==> src/rtl/corescore_reset_sequencer.sv <==
// Staggered reset release for CoreScore core groups: hold all groups in reset,
// then release them one by one in ascending order and flag completion.
module corescore_reset_sequencer #(
    parameter int NUM_GROUPS     = 4,
    parameter int HOLD_CYCLES    = 16,
    parameter int STAGGER_CYCLES = 8
) (
    input  logic                  i_clk,
    input  logic                  i_rst,
    input  logic                  i_hold,
    output logic [NUM_GROUPS-1:0] o_rst_group,
    output logic                  o_done
);

    localparam int MAX_CYC = (HOLD_CYCLES > STAGGER_CYCLES) ? HOLD_CYCLES : STAGGER_CYCLES;
    localparam int CNT_W   = $clog2(MAX_CYC + 1);
    localparam int IDX_W   = $clog2(NUM_GROUPS + 1);

    // The counter restarts at 0 on each release, so the terminal value is N-1.
    localparam logic [CNT_W-1:0] HOLD_LAST    = CNT_W'(HOLD_CYCLES - 1);
    localparam logic [CNT_W-1:0] STAGGER_LAST = CNT_W'(STAGGER_CYCLES - 1);
    localparam logic [IDX_W-1:0] LAST_IDX     = IDX_W'(NUM_GROUPS - 1);

    typedef enum logic [1:0] {
        ST_RESET,
        ST_HOLD,
        ST_RELEASE,
        ST_RUN
    } state_e;

    state_e                state_q, state_d;
    logic [CNT_W-1:0]      cnt_q, cnt_d;
    logic [IDX_W-1:0]      idx_q, idx_d;
    logic [NUM_GROUPS-1:0] rst_group_q, rst_group_d;
    logic                  done_q, done_d;

    // NOTE: every next-state signal gets its hold value first, so no path can infer a latch.
    always_comb begin
        state_d     = state_q;
        cnt_d       = cnt_q;
        idx_d       = idx_q;
        rst_group_d = rst_group_q;
        done_d      = done_q;

        case (state_q)
            ST_RESET: begin
                state_d     = ST_HOLD;
                cnt_d       = '0;
                idx_d       = '0;
                rst_group_d = '1;
                done_d      = 1'b0;
            end

            ST_HOLD: begin
                if (!i_hold) begin
                    if (cnt_q == HOLD_LAST) begin
                        cnt_d       = '0;
                        // Groups release LSB first; shifting in zeros keeps released bits low.
                        rst_group_d = rst_group_q << 1;
                        idx_d       = IDX_W'(1);
                        if (NUM_GROUPS == 1) begin
                            done_d  = 1'b1;
                            state_d = ST_RUN;
                        end else begin
                            state_d = ST_RELEASE;
                        end
                    end else begin
                        cnt_d = cnt_q + 1'b1;
                    end
                end
            end

            ST_RELEASE: begin
                if (!i_hold) begin
                    if (cnt_q == STAGGER_LAST) begin
                        cnt_d       = '0;
                        rst_group_d = rst_group_q << 1;
                        idx_d       = idx_q + 1'b1;
                        if (idx_q == LAST_IDX) begin
                            done_d  = 1'b1;
                            state_d = ST_RUN;
                        end
                    end else begin
                        cnt_d = cnt_q + 1'b1;
                    end
                end
            end

            ST_RUN: begin
            end

            default: state_d = ST_RESET;
        endcase
    end

    // NOTE: sequential state uses non-blocking assignments so all registers update from the same pre-edge values.
    always_ff @(posedge i_clk) begin
        if (i_rst) begin
            state_q     <= ST_RESET;
            cnt_q       <= '0;
            idx_q       <= '0;
            rst_group_q <= '1;
            done_q      <= 1'b0;
        end else begin
            state_q     <= state_d;
            cnt_q       <= cnt_d;
            idx_q       <= idx_d;
            rst_group_q <= rst_group_d;
            done_q      <= done_d;
        end
    end

    assign o_rst_group = rst_group_q;
    assign o_done      = done_q;

endmodule

==> config.mk <==
export PLATFORM = sky130hd
export DESIGN_NAME = corescore_reset_sequencer
export DESIGN_NICKNAME = d
export VERILOG_FILES = /design/src/rtl/corescore_reset_sequencer.sv
export SDC_FILE = /design/constraint.sdc
export NUM_CORES = 1
export LEC_CHECK = 0
export ABC_CLOCK_PERIOD_IN_PS = 3800
export CORE_MARGIN = 8
export CORE_UTILIZATION = 58
export DETAILED_ROUTE_END_ITERATION = 16
export MAX_ROUTING_LAYER = met4
export PLACE_DENSITY = 0.81
export SYNTH_ARGS = -nofsm -noshare
export SYNTH_HDL_FRONTEND = slang
export SYNTH_SLANG_ARGS = --single-unit
==> constraint.sdc <==
create_clock -name i_clk -period 3.8 [get_ports i_clk]
set_clock_uncertainty 0.05 [all_clocks]
set_input_delay 0.76 -clock i_clk [delete_from_list [all_inputs] [get_ports i_clk]]
set_output_delay 0.76 -clock i_clk [all_outputs]
set_load 0.03 [all_outputs]
==> metrics.md <==
| Metric | Value |
|---|---|
| Outcome | `complete, no violations` |
| Worst-Margin Slew | `547 ps` |
| GR Overflow Total | `0` |
| Crit end category | `flip-flop` |
| CTS H-tree depth | `1` |
| Crit path arrival time | `between 2000 and 2500 ps` |
| Peak-usage layer in the global routing report | `met2` |
| Sequential area share after synthesis | `35.5%` |
| Power per cell area | `533 nW/µm²` |
| Post-CTS Hold Buffers | `0` |
| Final WL | `~1800 µm` |
| Met3 Use GR | `~3.6%` |
| Most frequent cells in the layout | `15 x dfxtp_1, 11 x a21oi_1, 10 x o21ai_0, 10 x ha_1, 9 x inv_1` |
| Initial antenna violation count | `0` |
| CTS tree | `done` |
| Area Growth Syn to Fin | `12.1%` |
| Per-cell routed wire length | `approximately 15 µm` |
| HPWL Detailed | `1320 µm` |
| CP Class | `reg -> reg` |
| Cts repair resizes | `0` |
| DRC viols | `0` |
| Full die area | `about 2900 µm²` |
| Logic pwr share | `44.0%` |
| Post-layout total power | `about 0.51 mW` |
| P_int | `0.294 mW` |
| Grt met1 use | `between 10% and 20%` |
| Sw Pwr | `approximately 0.21 mW` |
| Maximum buffer depth of the clock tree | `2` |
| Post-CTS Setup Bufs | `0` |
| Vias per cell | `6.29` |
| Nets | `around 120` |
| Antenna viol nets, final | `0` |
| Clock share of power | `between 10% and 20%` |
| Number of synthesized flops with an enable pin | `0` |
| Ports | `8` |
| Largest net degree at the start of global routing | `17` |
| Required @ worst endpoint | `about 3900 ps` |
| CTS Buf Count | `3` |
| Synth Net Count | `about 110` |
| Max IR drop VDD | `between 0.4 and 0.5 mV` |
| Final Hold Violating Endpoints | `0` |
| Core area | `approximately 1300 µm²` |
| Ys async rst share | `0%` |
| Final setup viols | `0` |
| Hold Path Stages | `2` |
| Post-layout min period | `roughly 2200 ps` |
| Critical path launch point type | `flip-flop` |
| Initial Utilization | `63.4%` |
| Worst reg2reg path depth | `6` |
| Fillers | `111` |
| IO Port Bufs | `7` |
| Worst min-delay path class | `reg -> reg` |
| Main flop type after synthesis | `dfxtp_1` |
| Switching Fraction | `41.9%` |
| Antenna Cells | `0` |
| Fin. max-slew vios | `0` |
| Dominant cell type by area after synthesis | `dfxtp_1` |
| Number of global-route vias before repair | `705` |
| Commonest non-fill, non-tap cell in the layout | `dfxtp_1` |
| Clock-pin slew on the worst setup and hold paths | `80 ps` |
| Die width | `between 50 and 60 µm` |
| Clk root buf | `clkbuf_4` |
| Unique masters post-synth | `30` |
| Syn Std Cell Area | `~850 µm²` |
| DRT Pass-1 Iters | `4` |
| CP Max Fanout | `8` |
| Skew-Pair Late Insertion Delay | `280 ps` |
| Layout cell share with drive strength beyond 1 | `slightly below 7%` |
| Synth top area cells | `dfxtp_1 36%, ha_1 15%, a21oi_1 6.5%` |
| YS warnings | `0` |
| First-pass GRT wire length | `around 3100 µm` |
| CTS Sinks | `15` |
| DIE HEIGHT | `about 54 µm` |
| Sequential share of power | `between 30% and 40%` |
| Setup TNS | `0 ps` |
| Synth Instances | `96` |
| Via count | `between 700 and 800` |
| Starting DRT DRC Count | `13` |
| Post-synthesis register bit count | `15` |
| MaxCap Viol Count | `0` |
| Top cell type's share of synthesized area | `between 30% and 40%` |
| RSZ-0062 raised after global routing | `no` |
| GR Util met2 | `between 20 and 25%` |
| FP Rows | `13` |
| Leak pwr | `0.366 nW` |
| Max transition margin | `between 60% and 70%` |
| Gr usage total | `approximately 14%` |
| Final worst-path cycle share | `around three fifths` |
| Synthesized area per cell | `8.81 µm²` |
| Placer Congestion | `between 0.8 and 0.9` |
| Upper clock frequency limit | `between 0.4 and 0.5 GHz` |
logic make-up (layout without fill, tap and decap cells):
group / count (synthesis) / after routing / synth area share (%)
fa+ha+maj: 10 / 10 / 14.8
simple gates: 25 / 25 / 17.5
compound gates: 31 / 31 / 23.2
mux: 2 / 2 / 2.51
buf+inv: 12 / 20 / 5.47
flops: 15 / 15 / 35.5
xor+xnor: 1 / 1 / 1.04
state kept, by name, summed over array words and instances, names as in the netlist:
| signal | count |
|---|---|
| o_done | 1 |
| state_q | 2 |
| o_rst_group | 4 |
| idx_q | 3 |
| cnt_q | 5 |
metal layers:
| layer | share of wire [%] | vias to the layer above |
|---|---|---|
| li1 | - | 369 |
| met1 | 47 | 357 |
| met2 | 47 | 19 |
| met3 | 4.7 | 4 |
| met4 | 1.5 | 0 |
| met5 | 0 | - |
cells in the mapped netlist (2+ instances only):
cell,instances
o21ai_0,10
ha_1,10
nor4_1,3
dfxtp_1,15
inv_1,9
nand3_1,3
a32o_1,2
clkbuf_1,2
or4_1,2
nand2_1,5
a21oi_1,11
nand2b_1,2
nor2_1,4
nand4b_1,2
through the flow:
stage | hold slack (ps) | utilization (%) | setup WS (ps) | instance area (µm²) | instances
after floorplan | 399 | - | 1970 | 846 | 96
after global placement | 408 | 69.1 | 1390 | 922 | 115
after detailed placement | 421 | 69.1 | 1330 | 922 | 115
after CTS | 434 | 71.1 | 1570 | 948 | 119
after global routing | 467 | 71.1 | 1410 | 948 | 119
final | 432 | 71.1 | 1560 | 948 | 119
critical path, stage by stage (launching register included):
cell	delay, ps
dfxtp_1	400
inv_1	100
ha_1	290
o21ai_0	240
nor2b_1	500
o211ai_1	240
mux2_2	310
power by group through the flow:
stage,Sequential (mW),Clock [mW],Combinational (mW)
floorplan,0.204,0,0.155
global placement,0.195,0,0.212
detailed placement,0.197,0,0.219
CTS,0.193,0.0935,0.222
global route,0.196,0.101,0.243
finish,0.193,0.0896,0.223
path summary, 6_finish.rpt:
| kind | from | to | slack (ps) |
|---|---|---|---|
| worst min-delay path | cnt_q[1]$_SDFFE_PP0P_ | cnt_q[1]$_SDFFE_PP0P_ | 430 |
| worst min register to register | cnt_q[1]$_SDFFE_PP0P_ | cnt_q[1]$_SDFFE_PP0P_ | 430 |
| worst max register to register | state_q[0]$_SDFFE_PP0P_ | state_q[0]$_SDFFE_PP0P_ | 1560 |
| worst max-delay path | state_q[0]$_SDFFE_PP0P_ | state_q[0]$_SDFFE_PP0P_ | 1560 |
area by class of cell:
type / count / area, µm² / share of cell area [%]
Clock buffer: 4 / 26.3 / 2.77
Inverter: 9 / 33.8 / 3.56
Tap cell: 15 / 18.8 / 1.98
Multi-Input combinational cell: 69 / 499 / 52.6
Sequential cell: 15 / 300 / 31.7
Timing Repair Buffer: 7 / 70.1 / 7.39
(Power assumes the default switching activity.)
